==> src/rtl/avmm_cfg_bridge_if.sv <==
`timescale 1ns/1ps
// Avalon-MM slave port plus 16-bit configuration-bus master port of the cfg bridge.
// Ports: avs_* (CPU-facing 8-bit register window), cfg_* (req/ack configuration bus).
// Modports: slave = bridge view, master = CPU/config-bus environment view.
interface avmm_cfg_bridge_if;
  logic [7:0]  avs_address;
  logic        avs_read;
  logic        avs_write;
  logic [7:0]  avs_writedata;
  logic [7:0]  avs_readdata;
  logic        avs_waitrequest;
  logic        avs_readdatavalid;
  logic [15:0] cfg_addr;
  logic [15:0] cfg_wdata;
  logic        cfg_req;
  logic        cfg_wr;
  logic        cfg_ack;
  logic [15:0] cfg_rdata;

  modport slave (
    input  avs_address, avs_read, avs_write, avs_writedata, cfg_ack, cfg_rdata,
    output avs_readdata, avs_waitrequest, avs_readdatavalid,
    output cfg_addr, cfg_wdata, cfg_req, cfg_wr
  );

  modport master (
    output avs_address, avs_read, avs_write, avs_writedata, cfg_ack, cfg_rdata,
    input  avs_readdata, avs_waitrequest, avs_readdatavalid,
    input  cfg_addr, cfg_wdata, cfg_req, cfg_wr
  );
endinterface

==> src/rtl/avmm_cfg_bridge.sv <==
`timescale 1ns/1ps
// Bridges an 8-bit Avalon-MM register window onto a 16-bit req/ack configuration bus.
// Latency: read data 1 cycle after accept; cfg_req 1 cycle after start; busy clears 2 cycles after cfg_ack.
// Backpressure: only a start write (DATA_HI, or CMD bit0) while busy stalls via combinational waitrequest.
// Ports: clk, reset (async, active-high), bus (avmm_cfg_bridge_if.slave: avs_* and cfg_* signals).
module avmm_cfg_bridge #(
  parameter int unsigned TIMEOUT_CYC = 255
) (
  input  logic                clk,
  input  logic                reset,
  avmm_cfg_bridge_if.slave    bus
);

  typedef enum logic [1:0] {IDLE, REQ, DONE} state_t;

  localparam logic [15:0] TIMEOUT_LOAD = 16'(TIMEOUT_CYC);

  state_t      state;
  logic [7:0]  addr_lo, addr_hi, data_lo, data_hi, rd_lo, rd_hi;
  logic        busy, done_flag, timeout_flag;
  logic [15:0] cnt;

  logic [2:0]  reg_sel;
  logic [4:0]  addr_unused;
  logic        start_wr, start_rd, start, stall, wr_acc, rd_acc;
  logic [7:0]  rd_mux;

  assign reg_sel     = bus.avs_address[2:0];
  assign addr_unused = bus.avs_address[7:3];

  // Write wins over a simultaneous read; only transaction starts can stall.
  assign start_wr = bus.avs_write && (reg_sel == 3'd3);
  assign start_rd = bus.avs_write && (reg_sel == 3'd4) && bus.avs_writedata[0];
  assign start    = start_wr || start_rd;
  assign stall    = start && (state != IDLE);
  assign wr_acc   = bus.avs_write && !stall;
  assign rd_acc   = bus.avs_read && !bus.avs_write;

  assign bus.avs_waitrequest = stall;

  always_comb begin
    rd_mux = 8'h00;
    case (reg_sel)
      3'd0: rd_mux = addr_lo;
      3'd1: rd_mux = addr_hi;
      3'd2: rd_mux = data_lo;
      3'd3: rd_mux = data_hi;
      3'd5: rd_mux = {5'b0, timeout_flag, done_flag, busy};
      3'd6: rd_mux = rd_lo;
      3'd7: rd_mux = rd_hi;
      default: rd_mux = 8'h00;
    endcase
  end

  always_ff @(posedge clk or posedge reset) begin
    if (reset) begin
      state                 <= IDLE;
      addr_lo               <= '0;
      addr_hi               <= '0;
      data_lo               <= '0;
      data_hi               <= '0;
      rd_lo                 <= '0;
      rd_hi                 <= '0;
      busy                  <= 1'b0;
      done_flag             <= 1'b0;
      timeout_flag          <= 1'b0;
      cnt                   <= '0;
      bus.cfg_addr          <= '0;
      bus.cfg_wdata         <= '0;
      bus.cfg_req           <= 1'b0;
      bus.cfg_wr            <= 1'b0;
      bus.avs_readdata      <= '0;
      bus.avs_readdatavalid <= 1'b0;
    end else begin
      bus.avs_readdatavalid <= rd_acc;
      if (rd_acc)
        bus.avs_readdata <= rd_mux;

      if (wr_acc) begin
        case (reg_sel)
          3'd0: addr_lo <= bus.avs_writedata;
          3'd1: addr_hi <= bus.avs_writedata;
          3'd2: data_lo <= bus.avs_writedata;
          3'd3: data_hi <= bus.avs_writedata;
          default: ;
        endcase
      end

      case (state)
        IDLE: begin
          // start never stalls in IDLE, so it is always accepted here
          if (start) begin
            state        <= REQ;
            bus.cfg_req  <= 1'b1;
            bus.cfg_addr <= {addr_hi, addr_lo};
            bus.cfg_wr   <= start_wr;
            if (start_wr)
              bus.cfg_wdata <= {bus.avs_writedata, data_lo};
            busy         <= 1'b1;
            done_flag    <= 1'b0;
            timeout_flag <= 1'b0;
            cnt          <= TIMEOUT_LOAD;
          end
        end
        REQ: begin
          // ack is tested first so it beats a simultaneous counter expiry
          if (bus.cfg_ack) begin
            state       <= DONE;
            bus.cfg_req <= 1'b0;
            done_flag   <= 1'b1;
            if (!bus.cfg_wr)
              {rd_hi, rd_lo} <= bus.cfg_rdata;
          end else if (cnt == 16'd0) begin
            state        <= DONE;
            bus.cfg_req  <= 1'b0;
            done_flag    <= 1'b1;
            timeout_flag <= 1'b1;
          end else begin
            cnt <= cnt - 16'd1;
          end
        end
        DONE: begin
          state <= IDLE;
          busy  <= 1'b0;
        end
        default: state <= IDLE;
      endcase
    end
  end

endmodule

==> src/flat_wrapper.sv <==
// flat-port wrapper written by rule: the top's interface ports become plain ports
module avmm_cfg_bridge_flat 
#(
  parameter int unsigned TIMEOUT_CYC = 255
)
  (clk, reset, bus_avs_address, bus_avs_read, bus_avs_write, bus_avs_writedata, bus_cfg_ack, bus_cfg_rdata, bus_avs_readdata, bus_avs_waitrequest, bus_avs_readdatavalid, bus_cfg_addr, bus_cfg_wdata, bus_cfg_req, bus_cfg_wr);
  avmm_cfg_bridge_if bus_i ();
  input  logic clk;
  input  logic reset;
  input wire logic [$bits(bus_i.avs_address)-1:0] bus_avs_address;
  input wire logic [$bits(bus_i.avs_read)-1:0] bus_avs_read;
  input wire logic [$bits(bus_i.avs_write)-1:0] bus_avs_write;
  input wire logic [$bits(bus_i.avs_writedata)-1:0] bus_avs_writedata;
  input wire logic [$bits(bus_i.cfg_ack)-1:0] bus_cfg_ack;
  input wire logic [$bits(bus_i.cfg_rdata)-1:0] bus_cfg_rdata;
  output wire logic [$bits(bus_i.avs_readdata)-1:0] bus_avs_readdata;
  output wire logic [$bits(bus_i.avs_waitrequest)-1:0] bus_avs_waitrequest;
  output wire logic [$bits(bus_i.avs_readdatavalid)-1:0] bus_avs_readdatavalid;
  output wire logic [$bits(bus_i.cfg_addr)-1:0] bus_cfg_addr;
  output wire logic [$bits(bus_i.cfg_wdata)-1:0] bus_cfg_wdata;
  output wire logic [$bits(bus_i.cfg_req)-1:0] bus_cfg_req;
  output wire logic [$bits(bus_i.cfg_wr)-1:0] bus_cfg_wr;
  assign bus_i.avs_address = bus_avs_address;
  assign bus_i.avs_read = bus_avs_read;
  assign bus_i.avs_write = bus_avs_write;
  assign bus_i.avs_writedata = bus_avs_writedata;
  assign bus_i.cfg_ack = bus_cfg_ack;
  assign bus_i.cfg_rdata = bus_cfg_rdata;
  assign bus_avs_readdata = bus_i.avs_readdata;
  assign bus_avs_waitrequest = bus_i.avs_waitrequest;
  assign bus_avs_readdatavalid = bus_i.avs_readdatavalid;
  assign bus_cfg_addr = bus_i.cfg_addr;
  assign bus_cfg_wdata = bus_i.cfg_wdata;
  assign bus_cfg_req = bus_i.cfg_req;
  assign bus_cfg_wr = bus_i.cfg_wr;
  avmm_cfg_bridge #(.TIMEOUT_CYC(TIMEOUT_CYC)) u_core (.clk(clk), .reset(reset), .bus(bus_i));
endmodule
==> config.mk <==
export PLATFORM = sky130hd
export DESIGN_NAME = avmm_cfg_bridge_flat
export DESIGN_NICKNAME = d
export VERILOG_FILES = /design/src/rtl/avmm_cfg_bridge_if.sv /design/src/rtl/avmm_cfg_bridge.sv /design/src/flat_wrapper.sv
export SDC_FILE = /design/constraint.sdc
export NUM_CORES = 1
export LEC_CHECK = 0
export CORE_MARGIN = 1
export CORE_UTILIZATION = 53
export CTS_CLUSTER_DIAMETER = 30
export DETAILED_ROUTE_END_ITERATION = 8
export PLACE_DENSITY_LB_ADDON = 0.25
export SYNTH_ARGS = -nofsm -noshare
export SYNTH_HDL_FRONTEND = slang
export SYNTH_SLANG_ARGS = --single-unit
==> constraint.sdc <==
create_clock -name clk -period 4.52 [get_ports clk]
set_input_delay 0.904 -clock clk [delete_from_list [all_inputs] [get_ports clk]]
set_output_delay 0.904 -clock clk [all_outputs]
set_load 0.02 [all_outputs]
Yosys cells after proc, flatten, opt, wreduce, memory -nomap -nowiden

Index checks and enable logic that the tools add are counted.

Flip-flop bits (word level): 112
Input port bits: 37
Output and inout bits: 44
Logic and storage cells: 80

Add/subtract/negate cells: 1
Equality and inequality tests: 14
Muxes and demuxes: 20
Bitwise logic cells: 1
Reductions and logical operators: 27

Operators with widths:

| operator                | number |
|---|---|
| $pmux W8 S7             | 1 |
| $mux W16                | 3 |
| $pmux W16 S2            | 1 |
| $logic_not A16 Y1       | 1 |
| $sub A16 B1 Y16 const B | 1 |
| $reduce_and A2 Y1       | 7 |
| $eq A3 B3 Y1 const B    | 4 |
| $reduce_and A3 Y1       | 3 |
| $pmux W1 S2             | 4 |
| $reduce_and A4 Y1       | 2 |
| $mux W1                 | 7 |
| $eq A3 B2 Y1 const B    | 2 |
| $logic_and A1 B1 Y1     | 6 |
| $mux W2                 | 3 |
| $reduce_bool A2 Y1      | 3 |
| $ne A2 B1 Y1 const B    | 2 |
| $ne A2 B2 Y1 const B    | 2 |
| $pmux W2 S2             | 1 |
| $eq A3 B1 Y1 const B    | 1 |
| $logic_not A3 Y1        | 1 |
| $ne A3 B2 Y1 const B    | 1 |
| $eq A2 B1 Y1 const B    | 1 |
| $eq A2 B2 Y1 const B    | 1 |
| $logic_not A1 Y1        | 2 |
| other kinds (3)         | 3 |

Longest topological paths before layout

Depth after elaboration: 8
Depth in mapped cells: 7

Worst setup path after synthesis

OpenSTA, ideal clock, no wires.

Kind: input to output
Start point: in bus_avs_address[2]
End point: out bus_avs_waitrequest
Data arrival time: 1.910 ns
Data required time: 3.616 ns
Path slack: 1.706 ns
Stages on the path: 4
Buffers on the path: 1
Cells stage by stage: clkbuf_1 nor4bb_1 or2_2 o211a_1

Cells in the longest elaborated chain, start to end: 5

Ends and longest elaborated chain:

| element                          | RTL line              | RTL |
|---|---|---|
| start, declared                  | flat_wrapper.sv:10    | `input wire logic [$bits(bus_i.avs_address)-1:0] bus_avs_address;` |
| $eq A3 B3 Y1                     | avmm_cfg_bridge.sv:33 | `assign start_rd = bus.avs_write && (reg_sel == 3'd4) && bus.avs_writedata[0];` |
| $logic_and A1 B1 Y1 (2 in a row) | avmm_cfg_bridge.sv:33 |  |
| $logic_or A1 B1 Y1 (*)           | avmm_cfg_bridge.sv:34 | `assign start = start_wr \|\| start_rd;` |
| $logic_and A1 B1 Y1 (*)          | avmm_cfg_bridge.sv:35 | `assign stall = start && (state != IDLE);` |
| end, declared                    | flat_wrapper.sv:17    | `output wire logic [$bits(bus_i.avs_waitrequest)-1:0] bus_avs_waitrequest;` |

Mark *: on every way between the ends. The rest lies on a longest branch, timed or not.

Final worst setup path

Same ends and word-level chain as after synthesis.

==> run summary <==
RSZ-0062 raised after global routing: no
Synth Area in Simple Gates: 13.6%
final worst slack: 569 ps
Mapped Area: 0.00497 mm2
post-synthesis cell count: 420
Async SR Flop Fraction: 100%
largest family of logic cells by synthesized area: multiplexers
count of different cell masters after synthesis: 53
Tcrit/Tclk final: 87.4%
post-synth top area share: 56.4%
Worst setup EP type: output port
drt initial violations: 176
synth warn: 0
Worst Tran Pin Value: 908 ps
setup TNS: 0 ps
worst slew margin relative to its limit: 39.5%
vias per std cell: 5.81
layout cell share with drive strength beyond 1: 20.9%
Pleak: 0.00272 uW
ys flop type: dfrtp_1
CTS Hold Bufs: 0
Rows: 34
post-layout util: 68.2%
vias in the first global route: 3512
number of diodes: 0
Clock Tree Buf Depth: 2
count leader, synth: dfrtp_1
pre-CTS setup slack: 597 ps
number of max-cap violations: 0
Top Ports: 81
Hold Crit Class: flop to flop
critical path arrival: 3050 ps
number of flops mapped to enable cells by yosys: 0
Post-Layout Cell Count: 606
Core ar.: 0.00889 mm2
antenna-violating nets left: 0
final WL: 10.8 mm
clk_lat worst skew: 380 ps
first-pass GRT wire length: 17.6 mm
1st-pass router iterations: 5
routed vias: 3521
Layout area overhead: 22.0%
Net Count, Synth: 458
Initial Util: 55.9%
CP required: 3620 ps
Tmin final: 3950 ps
cts repair resizes: 0
Slew Viols, Final: 0
# setup viols final: 0
initial antenna violation count: 0
WL per Instance: 17.8 um
clock root buffer: clkbuf_8
Port-buffer cells: 75
CTS clk-pin slew, worst paths: 110 ps
Synth Area in Compound Gates: 8.36%
die span in y: 98.8 um
Post-Synth XOR/XNOR Area: 0.176%
Max IR drop VDD: 266 uV
Synth area leader: dfrtp_1
Synth top cells by count: dfrtp_1, mux2_2, nand2_1
DRC: 0
FF+latch count, synth: 112
dominant cells by area after synthesis: dfrtp_1, mux2_2, nand2_1
Final Net Count: 531
Final Hold Viols: 0
die area: 0.00977 mm2
Max Fclk: 253 MHz
Worst Skew: 19.4 ps
kind of critical path: input port to output port
status: completed
Num CTS Buffers: 9
Post-CTS Setup Bufs: 0
placed insts: 590
CTS sink cnt: 112
largest net degree at the start of global routing: 113
post-synthesis mux area share: 18.9%
GRT overflow: 0
power per cell area: 477 mW/mm2
gr usage total: 23.3%
register area share after synthesis: 56.4%
gpl congestion: 0.841
worst-path maximum fanout: 7
Die Width: 98.8 um
H-tree Lvls: 3
hpwl dp: 7.61 mm
post-synthesis adder-cell area fraction: 0.252%
# fillers: 689
CTS tree: done
Mapped Avg Cell Area: 11.8 um2
Worst setup SP type: input port
[path summary, 6_finish.rpt]
| path | from | to | slack (ps) | cells past startpoint |
|---|---|---|---|---|
| setup / recovery | bus_avs_address[2] | bus_avs_waitrequest | 570 | 5 |
| setup reg to reg | u_core.cnt[0]$_DFFE_PP0P_ | u_core.cnt[7]$_DFFE_PP0P_ | 2070 | 6 |
| hold reg to reg | u_core.bus.cfg_addr[15]$_DFFE_PP0P_ | u_core.bus.cfg_addr[15]$_DFFE_PP0P_ | 490 | 2 |
| min in group asynchronous | reset | u_core.bus.cfg_addr[13]$_DFFE_PP0P_ | 1000 | 3 |
| max in group asynchronous | reset | u_core.state[1]$_DFFE_PP0P_ | 3070 | 3 |
| hold / removal | u_core.bus.cfg_addr[15]$_DFFE_PP0P_ | u_core.bus.cfg_addr[15]$_DFFE_PP0P_ | 490 | 2 |
[where the power goes]
group	total [uW]	switching [uW]	internal (uW)
sequential	1450	177	1280
combinational	856	392	464
clock	583	366	216
[placed cells by master, fill, tap and decap left out, types with 3 or more instances in the layout]
cell	n
mux2_2	69
a21o_1	4
nand2b_1	6
a21oi_1	7
or4_1	5
nor3b_1	3
inv_1	8
a221oi_1	3
nor4_1	5
buf_4	8
inv_6	3
a31oi_1	5
or3_1	3
o2bb2ai_1	3
mux2i_1	14
clkbuf_8	9
o21ai_0	13
nor3_1	3
nand2_1	62
nand3_1	8
nor2_1	15
and4_1	3
clkdlybuf4s50_1	75
a22o_1	6
dfrtp_1	112
[flip-flops by register name (all words and copies together) (netlist names), 2 cells and up]
name                     flops
u_core.state                 2
u_core.addr_lo               8
u_core.data_lo               8
u_core.rd_lo                 8
u_core.bus.cfg_addr         16
u_core.cnt                  16
u_core.bus.avs_readdata      8
u_core.rd_hi                 8
u_core.addr_hi               8
u_core.data_hi               8
u_core.bus.cfg_wdata        16
[critical path: stages]
cell	delay [ps]
clkdlybuf4s50_1	620
nor4bb_1	550
or2_2	210
o211a_1	160
clkdlybuf4s50_1	600
[through the flow]
stage	total power, uW	hold WS (ps)	instance area, um2
2_1_floorplan	1930	444	4970
3_3_place_gp	2300	462	5860
3_5_place_dp	2330	464	5860
4_1_cts	2910	498	6060
5_1_grt	3040	526	6060
6_report	2890	490	6060
[area by class of cell]
| type | instances | area [um2] | share of cell area [%] |
|---|---|---|---|
| clock inverter | 7 | 72.6 | 1.20 |
| tap | 108 | 135 | 2.23 |
| clock buffer | 9 | 124 | 2.04 |
| multi-input combinational | 277 | 2060 | 34.0 |
| timing repair buffer | 84 | 831 | 13.7 |
| sequential | 112 | 2800 | 46.2 |
| inverter | 9 | 36.3 | 0.599 |
[cell families after synthesis]
logic type	Yosys count
AOI/OAI and AO/OA	59
xor gates and xnor gates	1
adders and majority gates	1
buffers and inverters	31
DFF	112
muxes	84
and+or+nand+nor	132
[per-layer routing]
layer  track usage [%]  share of wire (%)  vias up  wire [um]
met3              6.31                5.8       10        626
met4              5.86                1.2        0        134
met1              31.8                 46     1759       4940
met2              37.1                 47       98       5070
li1                  -                  -     1654          -
met5                 0                  0        -          0
Power figures use the tool's default switching activity.
